### src/rtl/regfile_sb.sv
// rtl/regfile_sb.sv - multi-read-port register file with per-register RAW busy scoreboard
module regfile_sb #(
  parameter int DW       = 32,
  parameter int DEPTH    = 32,
  parameter int AW       = $clog2(DEPTH),
  parameter int NRD      = 2,
  parameter int ZERO_REG = 1,
  parameter int BYPASS   = 1
) (
  input  logic              clk,
  input  logic              rst,
  input  logic              we,
  input  logic [AW-1:0]     wb_addr,
  input  logic [DW-1:0]     wb_data,
  input  logic [NRD*AW-1:0] rd_addr,
  output logic [NRD*DW-1:0] rd_data,
  output logic [NRD-1:0]    rd_busy,
  input  logic              alloc_en,
  input  logic [AW-1:0]     alloc_addr,
  input  logic              flush,
  output logic [AW:0]       busy_cnt
);

  logic [DW-1:0]    regs [DEPTH];
  logic [DEPTH-1:0] busy_q;
  logic [DEPTH-1:0] busy_nxt;
  logic             wr_ok;
  logic             alloc_ok;

  function automatic logic [AW:0] popcount(input logic [DEPTH-1:0] v);
    logic [AW:0] c;
    c = '0;
    for (int i = 0; i < DEPTH; i++) begin
      c = c + {{AW{1'b0}}, v[i]};
    end
    return c;
  endfunction

  // Register 0 is inert when hardwired: writes and allocations to it are dropped.
  always_comb begin
    wr_ok    = we && !((ZERO_REG != 0) && (wb_addr == '0));
    alloc_ok = alloc_en && !((ZERO_REG != 0) && (alloc_addr == '0));
  end

  // Flush first, then writeback clears, then alloc sets so a new producer wins.
  always_comb begin
    busy_nxt = flush ? '0 : busy_q;
    if (we) begin
      busy_nxt[wb_addr] = 1'b0;
    end
    if (alloc_ok) begin
      busy_nxt[alloc_addr] = 1'b1;
    end
  end

  always_ff @(posedge clk) begin
    if (rst) begin
      for (int i = 0; i < DEPTH; i++) begin
        regs[i] <= '0;
      end
      busy_q   <= '0;
      busy_cnt <= '0;
    end else begin
      if (wr_ok) begin
        regs[wb_addr] <= wb_data;
      end
      busy_q   <= busy_nxt;
      busy_cnt <= popcount(busy_nxt);
    end
  end

  for (genvar k = 0; k < NRD; k++) begin : g_rd
    logic [AW-1:0] raddr;
    logic          is_zero;
    logic          hit;
    logic          realloc;

    always_comb begin
      raddr   = rd_addr[k*AW +: AW];
      is_zero = (ZERO_REG != 0) && (raddr == '0);
      hit     = (BYPASS != 0) && wr_ok && (wb_addr == raddr);
      realloc = alloc_en && (alloc_addr == raddr);

      rd_data[k*DW +: DW] = hit ? wb_data : regs[raddr];
      rd_busy[k]          = busy_q[raddr] && !(hit && !realloc);
      if (is_zero) begin
        rd_data[k*DW +: DW] = '0;
        rd_busy[k]          = 1'b0;
      end
    end
  end

endmodule
### config.mk
export PLATFORM = sky130hd
export DESIGN_NAME = regfile_sb
export DESIGN_NICKNAME = d
export VERILOG_FILES = /design/src/rtl/regfile_sb.sv
export SDC_FILE = /design/constraint.sdc
export NUM_CORES = 2
export LEC_CHECK = 0
export CORE_ASPECT_RATIO = 2
export CORE_MARGIN = 8
export CORE_UTILIZATION = 61
export CTS_BUF_LIST = sky130_fd_sc_hd__clkbuf_4
export DETAILED_ROUTE_END_ITERATION = 10
export GPL_TIMING_DRIVEN = 1
export PLACE_DENSITY = 0.78
export SETUP_SLACK_MARGIN = 0.05
export SLEW_MARGIN = 20
export SYNTH_ARGS = -nofsm -noshare
export SYNTH_HDL_FRONTEND = slang
export SYNTH_SLANG_ARGS = --single-unit
### constraint.sdc
create_clock -name clk -period 6.8 [get_ports clk]
set_clock_uncertainty 0.2 [all_clocks]
set_input_delay 0.68 -clock clk [delete_from_list [all_inputs] [get_ports clk]]
set_output_delay 0.68 -clock clk [all_outputs]
set_load 0.05 [all_outputs]
# Word-level counts from Yosys, hierarchy flattened

Memory sizes are Yosys's and may differ from the RTL's.
Index checks and enable logic that the tools add are counted.

Add/sub/neg operators: 31
Order comparisons: 6
Equal/unequal tests: 4
Multiplexer cells: 25
Bitwise gates (word level): 3
Reductions and logical operators: 23

Operators by type and width:

| operator                                                           | count |
|---|---|
| two-way mux 32 bit                                                 | 8 |
| adder 6 x 1 -> 6 bit                                               | 26 |
| AND 32 bit                                                         | 1 |
| inverter 32 bit                                                    | 1 |
| bitwise OR 32 bit                                                  | 1 |
| OR reduction 32 bit                                                | 1 |
| less-than comparator 5 x 6 -> 1 bit (second input constant)        | 4 |
| equality test 5 bit                                                | 4 |
| zero test 5 bit                                                    | 4 |
| logical AND 1 bit                                                  | 12 |
| two-way mux 1 bit                                                  | 12 |
| binary-select mux 1 bit (select 5 bit)                             | 2 |
| demux 1 bit (select 5 bit)                                         | 2 |
| greater-or-equal comparator 5 x 1 -> 1 bit (second input constant) | 2 |
| adder 5 x 1 -> 6 bit                                               | 1 |
| zero test 1 bit                                                    | 6 |
| adder 4 x 1 -> 5 bit                                               | 1 |
| two-way mux 5 bit                                                  | 1 |
| adder 3 x 1 -> 4 bit                                               | 1 |
| adder 2 x 1 -> 3 bit                                               | 1 |
| adder 1 x 1 -> 2 bit                                               | 1 |

Flip-flop bits (word level): 38
RAM bits: 1024
Input bits: 57
Word-level logic and storage cells: 95
Memories: 1

Memory list:

| name | depth | bits a word | rd ports | clocked after Yosys merged registers in | write ports | line | text |
|---|---|---|---|---|---|---|---|
| regs | 32    | 32          | 2        | 0                                       | 32          | 24   | `logic [DW-1:0] regs [DEPTH];` |

# Logic depth before layout (Yosys ltp)

Depth in word-level cells: 40
Gate-level depth with buffers: 24

# Worst setup path after synthesis

OpenSTA, ideal clock, no wires.

Kind: input port to flip-flop
Start: in wb_addr[3]
End: reg busy_cnt[4]
Library setup time: 0.128 ns
Arrival: 5.904 ns
Data required time: 6.472 ns
Setup slack: 0.568 ns
Stages: 19
Path through: clkbuf_1 > or3b_1 > clkbuf_1 > nor2_1 > nor3b_1 > a31oi_1 > fa_1 > fa_1 > fa_1 > inv_1 > fa_1 > fa_1 > fa_1 > ha_1 > fa_1 > a21o_1 > a21oi_1 > xor2_1 > nor2_1

Word-level cells in the longest chain between the ends: 40

RTL lines:

| item                                                                                                                    | line | text |
|---|---|---|
| start, declared                                                                                                         | 13   | `input logic [AW-1:0] wb_addr,` |
| less-than comparator 5 x 6 -> 1 bit (not written as such) or greater-or-equal comparator 5 x 1 -> 1 bit (tied branches) | 49   | `busy_nxt[wb_addr] = 1'b0;` |
| logical AND 1 bit (not written as such)                                                                                 | 49   |  |
| two-way mux 1 bit (not written as such)                                                                                 | 49   |  |
| demux 1 bit (select 5 bit) *                                                                                            | 49   |  |
| inverter 32 bit (no line) *                                                                                             | n/a  |  |
| AND 32 bit (no line) *                                                                                                  | n/a  |  |
| two-way mux 32 bit *                                                                                                    | 48   | `if (we) begin` |
| bitwise OR 32 bit (no line)                                                                                             | n/a  |  |
| two-way mux 32 bit *                                                                                                    | 51   | `if (alloc_ok) begin` |
| adder 1 x 1 -> 2 bit                                                                                                    | 34   | `c = c + {{AW{1'b0}}, v[i]};` |
| adder 2 x 1 -> 3 bit                                                                                                    | 34   |  |
| adder 3 x 1 -> 4 bit                                                                                                    | 34   |  |
| adder 4 x 1 -> 5 bit                                                                                                    | 34   |  |
| adder 5 x 1 -> 6 bit                                                                                                    | 34   |  |
| adder 6 x 1 -> 6 bit (25 in a row)                                                                                      | 34   |  |
| adder 6 x 1 -> 6 bit *                                                                                                  | 34   |  |
| end signal, assigned                                                                                                    | 68   | `busy_cnt <= popcount(busy_nxt);` |
| end, declared                                                                                                           | 21   | `output logic [AW:0] busy_cnt` |

Mark *: on every way between the ends. The rest lies on a longest branch, timed or not.
A chain may end at the register's enable or synchronous reset.

# Worst setup path in the final report

Start: in wb_addr[3]
End: out rd_data[2]

Word-level cells in the longest chain between the ends: 6

RTL lines:

| item                 | line | text |
|---|---|---|
| zero test 5 bit      | 41   | `wr_ok = we && !((ZERO_REG != 0) && (wb_addr == '0));` |
| zero test 1 bit      | 41   |  |
| logical AND 1 bit    | 41   |  |
| logical AND 1 bit *  | 81   | `hit = (BYPASS != 0) && wr_ok && (wb_addr == raddr);` |
| two-way mux 32 bit * | 84   | `rd_data[k*DW +: DW] = hit ? wb_data : regs[raddr];` |
| two-way mux 32 bit * | 86   | `if (is_zero) begin` |
| end, declared        | 16   | `output logic [NRD*DW-1:0] rd_data,` |

Marks and branches as above.

==> metrics <==
total iterations of the first detailed-routing run=9; CTS sink count=1062; CTS tree=done; CP Cell Sequence=clkdlybuf4s50_1, or3_1, buf_4, nor3_2, or4_4, o21ai_4, buf_4, a21oi_1, a211o_1, clkdlybuf4s50_1; die area=106600 um2; most common cell after layout, fill and taps aside=edfxtp_1; status=finished, final reports clean; Critical Path RT=5.92 ns; Final Max Slew Viols=0; core area=roughly 95000 um2; final worst-path cycle share=83.17%; Worst Hold Depth=4; Final Hold Viols=0; clk slew on worst S/H paths=0.06 ns; final wirelength=222700 um; Placement Cell Area=61310 um2; vias=43.40k; placed wire-length estimate=between 100000 and 150000 um; fraction of layout cells with a size suffix above 1=22.71%; Post-CTS Setup Inserts=0; initial antenna violation count=21; Synth Flop Type=edfxtp_1; Root Buffer=clkbuf_4; Internal=10.64 mW; setup violators final=0; GR Overflow Total=0; clock power share=32.4%; DRC viols=0; NetSw=4.319 mW; P&R area growth vs syn=9.886%; first-pass GRT wire length=310200 um; peak supply drop=0.0002205 V; port bufs=128; Skew-Pair Late Insertion Delay=1.25 ns; Initial Utilization=61.49%; Max Cap Viol=0; Net Sw Frac=between 20% and 30%; total track usage=approximately two fifths; CP Class=input port to output pin; via density per instance=between 7 and 8; CTS H-Tree Depth=4; Mapped Cells=4255; synthesized area=58470 um2; Comb pwr share=between 15 and 20%; most frequent cells in the layout=edfxtp_1 (1024), and2_1 (997), mux4_2 (386); die span in x=234.9 um; Final nets=4485; Leak=23.08 nW; critical path launch point type=input port; vias in the first global route=43.66k; minimum clock period=5.656 ns; RSZ-0062 raised after global routing=false; largest net degree at the start of global routing=70; Async SR Flop Fraction=0%; Die Height=453.9 um; Slew HR=approximately 16%; multi-input logic area=around 25000 um2; Routed WL per cell=38.28 um; Starting DRT DRC Count=6946; EDFF count, synth=approximately 1.0k; YS warnings=0; post-route cell area=64250 um2; pwr/cell area=232.7 nW/um2; syn_area_per_cell=13.74 um2; fin util=roughly two thirds; Seq/Total Area, Yosys=53.89%; Synth Register Bits=1062; WP data arrival=4.78 ns; Yosys cell types=slightly below 70; # rows=160; Worst-Margin Slew=1.266 ns; GP Congestion=0.9642; CP peak stage delay=0.79 ns; Max Freq=176.8 MHz; depth of the worst register-to-register path=17; Boundary Pins=129; DRT antenna net count=0; Num CTS Buffers=approximately 220; worst-case clock buffer depth=3; hold buffer count at CTS=1; Crit. End Element=output pin; post-cts sizing count=0; Hold WC Path Type=input port to flop; Filler cells=between 6k and 7k; Seq pwr share=51.5%; Final TNS setup=0 ns; Worst Path Max Fanout=14; Storage cell area=approximately 32000 um2; critical path's slowest cell=o21ai_4
==> registers in the layout, summed over array words and instances (netlist names) <==
| register | flops |
|---|---|
| busy_cnt | 6 |
| busy_q | 32 |
| regs | 1024 |
==> stage by stage <==
step / std cells / hold slack [ns] / worst slack [ns] / total power [mW]
floorplan: 4286 / 0.3938 / 0.5684 / 9.213
global placement: 5381 / 0.4527 / 0.002122 / 10.10
detailed placement: 5381 / 0.4471 / 0.001162 / 10.15
CTS: 5789 / 0.02652 / 1.194 / 14.84
global route: 5798 / 0.08287 / 0.9252 / 15.29
finish: 5819 / 0.07565 / 1.144 / 14.95
==> worst max-delay path: cells and delay by family <==
family | cells | cell delay, ns
buffers and inverters | 4 | 1.90
AOI/OAI and AO/OA | 3 | 1.29
and+or+nand+nor | 3 | 0.88
==> cells in the mapped netlist, drive strengths merged, types with 55 or more instances <==
cell type	count	area (um2)
edfxtp	1024	30750
o22ai	57	356.6
and2	999	6250
mux2i	321	3213
o21ai	100	515.5
buf	132	804.5
mux4	386	8693
clkbuf	307	1156
a21oi	89	445.4
a221oi	77	674.4
nor2	112	427.9
a22oi	55	412.9
nand2	81	304.0
==> metal layers <==
layer,global-route usage [%],share of wire (%)
met1,45.32,29
met2,64.73,46
met3,13.91,14
met4,36.09,10
met5,0,0.0058
==> cell type report <==
| cell class | instances | share of cell area [%] |
|---|---|---|
| tap | 1215 | 2.366 |
| multi-input combinational | 2754 | 39.44 |
| sequential | 1062 | 49.04 |
| antenna | 25 | 0.09736 |
| inverter | 31 | 0.1811 |
| clock inverter | 99 | 0.7925 |
| timing repair buffer | 325 | 4.485 |
| clock buffer | 308 | 3.599 |
==> power by group through the flow <==
stage	logic, mW	clock network (mW)	registers, mW
after floorplan	1.45	0	7.76
after global placement	2.30	0	7.80
after detailed placement	2.31	0	7.83
after CTS	2.32	4.83	7.69
after global routing	2.44	5.12	7.73
final	2.40	4.85	7.70
==> logic make-up (layout without fill, tap and decap cells) <==
family / count (synthesis) / count (layout) / synth area share (%)
and+or+nand+nor: 1416 / 1416 / 14.29
DFF: 1062 / 1062 / 53.89
muxes: 719 / 719 / 20.59
AOI/OAI and AO/OA: 533 / 533 / 6.355
buffers and inverters: 470 / 763 / 3.552
adders and majority gates: 31 / 31 / 0.9714
xor gates and xnor gates: 23 / 23 / 0.3445
other: 1 / 57 / 0.006413
==> path summary, 6_finish.rpt <==
kind,end,startpoint,slack [ns]
min,busy_q[31],alloc_addr[0],0.08
max reg2reg,busy_cnt[4],busy_q[11],1.23
min reg2reg,busy_q[22],busy_q[22],0.47
max,rd_data[2],wb_addr[3],1.14
Note: power is estimated with default switching activity, not from simulation.
